<file path="src/rtl/reg_wport_arbiter.sv">
// Write-port arbiter for the 32x32 register file: round-robin between two requesters
// plus a one-register-per-cycle clear sweep. Optional macro ARB_SKIP_R0_EN (r0 hardwired zero).
module reg_wport_arbiter #(
    parameter int ADDR_W = 5,
    parameter int DATA_W = 32
) (
    input  logic              Clk,
    input  logic              Reset,
    input  logic              Req0,
    input  logic [ADDR_W-1:0] Addr0,
    input  logic [DATA_W-1:0] Data0,
    input  logic              Req1,
    input  logic [ADDR_W-1:0] Addr1,
    input  logic [DATA_W-1:0] Data1,
    input  logic              Clr_Start,
    output logic              Gnt0,
    output logic              Gnt1,
    output logic              Busy,
    output logic [ADDR_W-1:0] W_Addr,
    output logic [DATA_W-1:0] W_Data,
    output logic              Write_Reg
);

    localparam logic [0:0] ST_IDLE  = 1'b0;
    localparam logic [0:0] ST_CLEAR = 1'b1;

`ifdef ARB_SKIP_R0_EN
    localparam logic [ADDR_W-1:0] CLR_FIRST = ADDR_W'(1);
`else
    localparam logic [ADDR_W-1:0] CLR_FIRST = '0;
`endif
    localparam logic [ADDR_W-1:0] CLR_LAST = '1;

    logic [0:0]        state_q, state_d;
    logic              ptr_q, ptr_d;      // last-granted requester
    logic              gnt0_q, gnt0_d;
    logic              gnt1_q, gnt1_d;
    logic              wr_q, wr_d;
    logic [ADDR_W-1:0] w_addr_q, w_addr_d;
    logic [DATA_W-1:0] w_data_q, w_data_d;

    logic              elig0, elig1, pick1;
    logic              sweeping;
    logic [ADDR_W-1:0] sel_addr;
    logic [DATA_W-1:0] sel_data;

    // A request is ignored while its own grant is on the port, so a held level cannot write twice.
    assign elig0    = Req0 & ~gnt0_q;
    assign elig1    = Req1 & ~gnt1_q;
    assign pick1    = elig1 & (~elig0 | ~ptr_q);
    assign sel_addr = pick1 ? Addr1 : Addr0;
    assign sel_data = pick1 ? Data1 : Data0;
    assign sweeping = (state_q == ST_CLEAR) && (w_addr_q != CLR_LAST);

    always_comb begin
        // NOTE: every next-state variable gets a default first so no path infers a latch.
        state_d  = state_q;
        ptr_d    = ptr_q;
        gnt0_d   = 1'b0;
        gnt1_d   = 1'b0;
        wr_d     = 1'b0;
        w_addr_d = w_addr_q;
        w_data_d = w_data_q;

        if (sweeping) begin
            w_addr_d = w_addr_q + ADDR_W'(1);
            w_data_d = '0;
            wr_d     = 1'b1;
        end else begin
            // Final sweep edge falls through to arbitration so requests resume without a bubble.
            state_d = ST_IDLE;
            if (Clr_Start && (state_q == ST_IDLE)) begin
                state_d  = ST_CLEAR;
                w_addr_d = CLR_FIRST;
                w_data_d = '0;
                wr_d     = 1'b1;
            end else if (elig0 || elig1) begin
                gnt0_d   = ~pick1;
                gnt1_d   = pick1;
                ptr_d    = pick1;
                w_addr_d = sel_addr;
                w_data_d = sel_data;
`ifdef ARB_SKIP_R0_EN
                wr_d     = (sel_addr != '0);
`else
                wr_d     = 1'b1;
`endif
            end
        end
    end

    always_ff @(posedge Clk) begin
        // NOTE: sequential state uses non-blocking assignments only.
        if (Reset) begin
            state_q  <= ST_IDLE;
            ptr_q    <= 1'b1;
            gnt0_q   <= 1'b0;
            gnt1_q   <= 1'b0;
            wr_q     <= 1'b0;
            w_addr_q <= '0;
            w_data_q <= '0;
        end else begin
            state_q  <= state_d;
            ptr_q    <= ptr_d;
            gnt0_q   <= gnt0_d;
            gnt1_q   <= gnt1_d;
            wr_q     <= wr_d;
            w_addr_q <= w_addr_d;
            w_data_q <= w_data_d;
        end
    end

    assign Gnt0      = gnt0_q;
    assign Gnt1      = gnt1_q;
    assign Busy      = (state_q == ST_CLEAR);
    assign W_Addr    = w_addr_q;
    assign W_Data    = w_data_q;
    assign Write_Reg = wr_q;

endmodule

</file>
<file path="config.mk">
export PLATFORM = sky130hd
export DESIGN_NAME = reg_wport_arbiter
export DESIGN_NICKNAME = d
export VERILOG_FILES = /design/src/rtl/reg_wport_arbiter.sv
export SDC_FILE = /design/constraint.sdc
export NUM_CORES = 1
export LEC_CHECK = 0
export ABC_AREA = 0
export ABC_CLOCK_PERIOD_IN_PS = 3100
export CORE_UTILIZATION = 40
export CTS_CLUSTER_DIAMETER = 120
export DETAILED_ROUTE_END_ITERATION = 12
export PLACE_DENSITY = 0.94
export SYNTH_ARGS = -nofsm -noshare
export SYNTH_HDL_FRONTEND = slang
export SYNTH_SLANG_ARGS = --single-unit
</file>
<file path="constraint.sdc">
create_clock -name Clk -period 3.1 [get_ports Clk]
set_clock_uncertainty 0.2 [all_clocks]
set_input_delay 0.465 -clock Clk [delete_from_list [all_inputs] [get_ports Clk]]
set_output_delay 0.465 -clock Clk [all_outputs]
set_load 0.03 [all_outputs]
</file>
# Word-level counts from Yosys, hierarchy flattened
# Cells that the tools add are included.
# Widths: inputs -> output; s select.
# word_totals
in_bits	79
ramBits	0
wordCells	38
latchBits	0
reg_bits	42
romBits	0
mem_count	0
out_inout_bits	41
# classes
n_div	0
eq_ne	1
n_addsub	1
mux	9
bitwise_logic	13
order_cmp	0
reduce_logical	7
n_shift	0
mul	0
# ops
op	count
$mux 32	1
$mux 5	4
$not 1->1	9
$add 5x1->5 const B	1
$ne 5x5->1 const B	1
$mux 1	4
$reduce_or 4->1	1
$and 1x1->1	3
$reduce_and 3->1	1
$reduce_bool 3->1	1
$reduce_or 3->1	1
$logic_and 1x1->1	2
$logic_or 1x1->1	1
$or 1x1->1	1

# Logic depth before layout (Yosys ltp)
# Gate-level depths: netlist of the first run.
# logic_depth
word_depth	9
mapped_depth	9
ltp_nobuf	7

# Worst setup path after synthesis of the first run
# No wires, ideal clock.
# synth_path
path_type	register -> register
startpoint	reg w_addr_q[0] (netlist: W_Addr[0])
endpoint	reg w_addr_q[0] (netlist: W_Addr[0])
synth_period_minus_slack_ns	2.287
required_ns	2.812
path_stages_with_launch	9
path_slack_ns	0.813
path_buffers	1
setup_ns	0.088
arrival_time_ns	1.999
path_cell_list	dfxtp_1 -> ha_1 -> and3_1 -> ha_1 -> nor2b_4 -> buf_6 -> nor4_4 -> nor2_1 -> a311oi_2
# synth_between
elab_chain_len	3
elab_cells_between_ends	5
classes_between	add/sub: 1; eq/ne: 1; mux: 1; reduce/logical: 2
# synth_rtl
element	line	text
start: declaration	39	logic [ADDR_W-1:0] w_addr_q, w_addr_d;
start signal: assignment	108	w_addr_q <= w_addr_d;
parallel branches: the longest is 3 deep, another holds $add 5x1->5	--	
# Parallel ways; which one is timed is not known.
# A chain may end at the register's enable or synchronous reset.

# Final worst setup path of the first run
# layout_path
startpoint	in Req1
endpoint	reg w_data_q[17] (netlist: W_Data[17])
# layout_between
elab_chain_len	3
elab_cells_between_ends	4
classes_between	mux: 1; bitwise: 2; reduce/logical: 1
# layout_rtl
element	line	text
start: declaration	12	input logic Req1,
$and 1x1->1 (*)	49	assign elig1 = Req1 & ~gnt1_q;
$and 1x1->1	50	assign pick1 = elig1 & (~elig0 | ~ptr_q);
$mux 32	52	assign sel_data = pick1 ? Data1 : Data0;
end signal: assignment	109	w_data_q <= w_data_d;
end: declaration	40	logic [DATA_W-1:0] w_data_q, w_data_d;
# Every way passes the cells marked *; elsewhere a longest branch is shown, timed or not.

==> results by group, run 1 <==
Timing
  – Max-slew headroom: 51.4%
  – Worst Tran Pin Value: 726 ps
  – RSZ-0062 raised after global routing: no
  – Final setup fails: 0
  – TNS Setup: 0 ps
  – Worst Setup Slack, final: 739 ps
  – Fin. Hold Viols: 0
  – Slew Limit Fails: 0
  – Minimum clock period: 2360 ps
  – Final cycle utilization of the critical path: 76.2%
  – FMAX: 424 MHz

Worst setup path
  – CP Buf/Inv Count: 1
  – Crit-path cells: clkdlybuf4s50_1 -> nor2b_1 -> nand2_4 -> mux2i_1 -> a21oi_1
  – Worst path arrival time: 2310 ps
  – Slowest CP cell: clkdlybuf4s50_1
  – Launch point of the worst reg-to-reg path: W_Addr[0]
  – Worst-path fanout max: 36
  – Required @ worst endpoint: 3040 ps
  – CP Class: in -> reg
  – Crit-path leading delay family: simple AND/OR/NAND/NOR gates
  – Peak per-stage delay on the critical path: 480 ps
  – Worst Setup SP: Req1
  – Setup crit end kind: flop
  – Worst path depth: 5
  – CP startpoint kind: input pin
  – Worst Reg-to-Reg Cells: 8

CTS
  – Root Driver: clkbuf_8
  – Reg clk slew, reported paths: 80 ps
  – CTS sink count: 42
  – Post-CTS Hold Buffers: 0
  – Htree depth: 2
  – TritonCTS Buffers: 5
  – CTS tree: yes
  – Post-CTS resize count: 0
  – Clock Latency Late Sink: 280 ps
  – Postcts setup bufs: 0
  – Clock buffer depth: 2

Worst hold path
  – Worst hold path class: reg -> reg
  – Hold_sp: W_Data[30]
  – WHS Path Cells: 2

Drt
  – Post-route ant nets: 0
  – Initial drt markers: 114
  – Routed vias/inst: 5.08
  – Final WL: 5530 µm
  – Via count: 1,982
  – WL/cell: 14.2 µm
  – Drt drc: 0
  – DRT Pass-1 Iters: 4

Synthesis
  – Synth cell types: 36
  – Synthesized instance count: 209
  – Register area share after synthesis: 43.0%
  – Syn_area_per_cell: 9.35 µm²
  – Mapped Area: 1950 µm²
  – Flops & latches, synth: 42
  – Net Count, Synth: 290
  – Syn. warnings: 0

Floorplanning
  – Total core area: 4720 µm²
  – Full die area: 5170 µm²
  – Die Span X: 71.9 µm
  – I/O Pins: 120
  – Cell Rows: 25
  – Die height: 71.9 µm
  – Initial cell density of the core: 41.4%

Job
  – Max-cap violations: 0

Placement
  – GP Congestion: 0.767
  – Port Buffers: 119
  – Hpwl dp: 4080 µm
  – Placed cell count: 382
  – Place WS: 429 ps

Global routing
  – Total GRT Usage: 20.8%
  – Vias in the first global route: 1,909
  – Pin count of the biggest net entering global routing: 46
  – Total grt overflow: 0
  – Number of antenna violations at the first check in global routing: 0
  – Global-route wire length before repair: 8550 µm

Final layout
  – Layout cells sized above 1: 5.57%
  – NumNets Final: 403
  – FILL cells: 377
  – Area growth syn-to-layout: 67.0%
  – Final core utilization: 69.1%
  – Post-route insts no fill: 390
  – Antenna cells: 0

Pwr
  – Power density over the cells: 436 nW/µm²
  – VDD IR max: 0.000301 V
  – Pleak: 1.34 nW

Status
  – Outcome: completed
worst register-to-register path, cell delays in order, from the launching register on:
cell	delay, ps
dfxtp_1	420
ha_1	230
and3_1	170
ha_1	200
nor2b_4	90
nor3_4	330
buf_4	330
o21ai_0	170
a21oi_1	150
power by group:
| group | switching (mW) | internal, mW | leakage (nW) | total, mW |
|---|---|---|---|---|
| registers | 0.0272 | 0.582 | 0.345 | 0.609 |
| clock network | 0.186 | 0.179 | 0.0472 | 0.365 |
| logic | 0.223 | 0.227 | 0.950 | 0.450 |
kinds of logic (layout without fill, tap and decap cells):
group | Yosys count | in the layout | share of synthesized area (%)
AO/OA/AOI/OAI | 81 | 81 | 22.5
flip-flops | 42 | 42 | 43.0
AND/OR/NAND/NOR | 34 | 34 | 11.8
multiplexers | 32 | 32 | 16.4
buffers and inverters | 17 | 131 | 4.54
adder cells (fa/ha/maj) | 2 | 2 | 1.28
XOR/XNOR | 1 | 1 | 0.448
through the flow:
step	hold slack, ps	power (mW)	area, µm²
after floorplan	358	0.862	1950
after global placement	303	1.06	3170
after global routing	338	1.49	3260
after CTS	317	1.44	3260
final	321	1.42	3260
after detailed placement	306	1.07	3170
cell usage in the layout, fill, tap and decap left out, types with 2 or more instances in the layout:
master and count:
ha_1 2, a21oi_1 36, buf_4 3, mux2i_1 32, clkdlybuf4s50_1 119, clkbuf_8 6
o21ai_0 33, and3_1 3, a311oi_1 2, o21ai_1 4, nor2b_1 6, nand2b_1 2
nand3_1 8, dfxtp_1 42, nor2_1 5
layer usage:
metal	GRT usage (%)	vias to the layer above	wire [µm]
met4	4.36	0	19
met5	0	-	0
li1	-	981	-
met2	39.5	62	2910
met1	23.7	937	2310
met3	4.86	2	283
Yosys cell counts (all sizes together):
master	count	share of area (%)
dfxtp	42	43
o21ai	37	9.5
a21oi	36	9.2
mux2i	32	16
clkbuf	9	1.9
nand3	8	2.0
buf	7	2.4
nor2b	7	2.6
nor2	5	0.96
a311oi	3	1.7
and3	3	0.96
ha	2	1.3
nand2	2	0.77
nand2b	2	0.64
a211o	1	0.45
a211oi	1	0.38
a21boi	1	0.38
a21o	1	0.38
and2	1	0.32
and2b	1	0.51
inv	1	0.19
nand3b	1	0.38
nor3	1	0.83
nor4	1	1.1
o211a	1	0.51
or2b	1	0.38
or3	1	0.32
xor2	1	0.45
sequential cells by signal (all words and copies together) (netlist names):
register and cells:
W_Data 32, W_Addr 5, Busy 1, Gnt0 1, Gnt1 1, Write_Reg 1, ptr_q 1
final cells by class:
type                            count  area [µm²]  share of cell area, %
Clock buffer                        6        82.6                   2.53
Clock inverter                      2        12.5                  0.383
Inverter                            1        3.75                  0.115
Multi-Input combinational cell    150        1030                   31.5
Sequential cell                    42         841                   25.8
Tap cell                           67        83.8                   2.57
Timing Repair Buffer              122        1210                   37.2
final timing paths:
check / end / slack, ps
worst max-delay path: W_Data[17] / 740
worst min register to register: W_Data[30] / 320
worst max register to register: W_Data[13] / 750
worst min-delay path: W_Data[30] / 320
Note: power is estimated with default switching activity, not from simulation.
==> run 2, diff against run 1 <==
--- a/config.mk
+++ b/config.mk
@@ -6,11 +6,11 @@
 export NUM_CORES = 1
 export LEC_CHECK = 0
 export ABC_AREA = 0
-export ABC_CLOCK_PERIOD_IN_PS = 3100
-export CORE_UTILIZATION = 40
+export ABC_CLOCK_PERIOD_IN_PS = 2250
+export CORE_UTILIZATION = 37
 export CTS_CLUSTER_DIAMETER = 120
 export DETAILED_ROUTE_END_ITERATION = 12
-export PLACE_DENSITY = 0.94
+export PLACE_DENSITY = 0.88
 export SYNTH_ARGS = -nofsm -noshare
 export SYNTH_HDL_FRONTEND = slang
 export SYNTH_SLANG_ARGS = --single-unit
==> constraint.sdc (replaced) <==
create_clock -name Clk -period 2.25 [get_ports Clk]
set_clock_uncertainty 0.2 [all_clocks]
set_input_delay 0.3375 -clock Clk [delete_from_list [all_inputs] [get_ports Clk]]
set_output_delay 0.3375 -clock Clk [all_outputs]
set_load 0.03 [all_outputs]
==> results by group, run 2 (same netlist as run 1, synthesis figures left out) <==
Floorplanning
  – I/O Pins: 120
  – Die Span X: 74.7 µm
  – Die height: 74.7 µm
  – Initial cell density of the core: 38.3%
  – Cell Rows: 26
  – Total core area: 5110 µm²
  – Full die area: 5580 µm²

Pwr
  – Sequential power share: 41.7%
  – Share of total power in the clock network: 24.4%
  – Power density over the cells: 585 nW/µm²
  – P_int: 1.37 mW
  – Combinational power share: 33.9%
  – VDD IR max: 0.000338 V
  – Net Switching: 628 µW
  – Sw Share: 31.4%
  – Pleak: 1.41 nW

Drt
  – Final WL: 5770 µm
  – Drt drc: 0
  – Post-route ant nets: 0
  – DRT Pass-1 Iters: 6
  – Via count: 2,027
  – Routed vias/inst: 5.02
  – WL/cell: 14.3 µm
  – Initial drt markers: 88

Final layout
  – NumNets Final: 414
  – Antenna cells: 0
  – Area growth syn-to-layout: 74.9%
  – Design area: 3420 µm²
  – Area of the multi-input gates: 1050 µm²
  – Most frequent cells in the layout: 119 x clkdlybuf4s50_1, 40 x dfxtp_1, 36 x a21oi_1
  – Reg area: 843 µm²
  – FILL cells: 423
  – Layout cells sized above 1: 10.2%
  – Largest register FFs: 32
  – Most common cell after layout, fill and taps aside: clkdlybuf4s50_1

Worst setup path
  – Worst path arrival time: 2200 ps
  – Worst-path fanout max: 7
  – CP startpoint kind: flop
  – Slowest CP cell: dfxtp_2
  – Required @ worst endpoint: 2250 ps
  – Crit-path cells: ha_2 -> and3_1 -> ha_2 -> nor2b_4 -> buf_6 -> nor4_4 -> buf_4 -> buf_4 -> nor2b_1 -> a311oi_1
  – Setup crit end kind: flop
  – CP Class: reg -> reg
  – Peak per-stage delay on the critical path: 330 ps

Timing
  – Max-slew headroom: 58.9%
  – Fin. Hold Viols: 0
  – Final setup fails: 0
  – RSZ-0062 raised after global routing: yes
  – Minimum clock period: 2200 ps
  – Worst Tran Pin Value: 615 ps
  – Slew Limit Fails: 0
  – Final cycle utilization of the critical path: 97.7%
  – TNS Setup: 0 ps
  – FMAX: 455 MHz

CTS
  – Clock buffer depth: 2
  – Post-CTS Hold Buffers: 0
  – Root Driver: clkbuf_8
  – Htree depth: 2
  – TritonCTS Buffers: 5
  – Clock Latency Late Sink: 290 ps
  – CTS tree: yes
  – Reg clk slew, reported paths: 80 ps
  – CTS sink count: 42

Status
  – Outcome: completed

Placement
  – Hpwl dp: 3980 µm
  – Port Buffers: 119
  – Area post-placement: 3270 µm²
  – GP Congestion: 0.784

Global routing
  – Pin count of the biggest net entering global routing: 54
  – Global-route wire length before repair: 8500 µm
  – Number of antenna violations at the first check in global routing: 0
  – Vias in the first global route: 1,894
  – Total grt overflow: 0
  – Total GRT Usage: 20.1%

Worst hold path
  – Worst hold path class: reg -> reg

Job
  – Max-cap violations: 0
## run 2: cell count changes in the layout (fill, tap and decap cells not counted), moves of 2 or more
| cell | previous run | this run |
|---|---|---|
| buf_4 | 3 | 8 |
| buf_12 | 0 | 4 |
| dfxtp_2 | 0 | 2 |
| dfxtp_1 | 42 | 40 |
| ha_1 | 2 | 0 |
| ha_2 | 0 | 2 |
## run 2: power by group through the flow
stage	Clock, mW	Sequential, mW	Combinational [mW]
global route	0.537	0.839	0.727
floorplan	0	0.962	0.226
global placement	0	0.848	0.644
CTS	0.500	0.833	0.669
detailed placement	0	0.849	0.657
finish	0.487	0.833	0.678
## run 2: through the flow
stage                     hold WS (ps)  std cells  util, %  setup slack [ps]  total power, mW
after floorplan                    294        209        -              95.6             1.19
after global placement             304        392     63.9             -92.3             1.49
after detailed placement           312        392     63.9              -317             1.51
after CTS                          324        401     66.0              11.3             2.00
after global routing               357        404     66.9             -24.6             2.10
final                              325        404     66.9              51.2             2.00
## run 2: worst paths after layout
path / start / to / slack, ps / cells after the start
setup / recovery: W_Addr[0] / W_Addr[4] / 50 / 10
hold / removal: W_Data[27] / W_Data[27] / 320 / 2
setup reg to reg: W_Addr[0] / W_Addr[4] / 50 / 10
hold reg to reg: W_Data[27] / W_Data[27] / 320 / 2
## run 2: what timing repair did
item,in CTS,in global routing
resized for setup,1,5
gates cloned,1,0
pin swaps,2,2
setup endpoints to repair,35,17
setup buffers,0,4
## run 2: cell type report
type	instances	share of cell area, %
timing repair buffer	132	39.3
clock buffer	5	2.01
inverter	1	0.110
multi-input combinational	151	30.7
sequential	42	24.7
tap	70	2.56
clock inverter	3	0.622
## run 2: metal layers
| layer | wire, µm | share of wire [%] | GRT usage, % |
|---|---|---|---|
| met1 | 2390 | 41 | 23.4 |
| met5 | 0 | 0 | 0 |
| met3 | 394 | 6.8 | 6.43 |
| met4 | 64 | 1.1 | 5.45 |
| met2 | 2930 | 51 | 35.5 |
## run 2: critical path, delay by kind of cell, from the launching register on
| family | cells | cell delay (ps) |
|---|---|---|
| compound gates | 1 | 190 |
| fa+ha+maj | 2 | 380 |
| buf+inv | 3 | 460 |
| flops | 1 | 330 |
| simple gates | 4 | 570 |
==> run 3, diff against run 2 <==
--- a/config.mk
+++ b/config.mk
@@ -7,6 +7,7 @@
 export LEC_CHECK = 0
 export ABC_AREA = 0
 export ABC_CLOCK_PERIOD_IN_PS = 2250
+export CAP_MARGIN = 20
 export CORE_UTILIZATION = 37
 export CTS_CLUSTER_DIAMETER = 120
 export DETAILED_ROUTE_END_ITERATION = 12
==> results of run 3 <==
No change in the layout: final DEF, timing and power equal those of run 2.
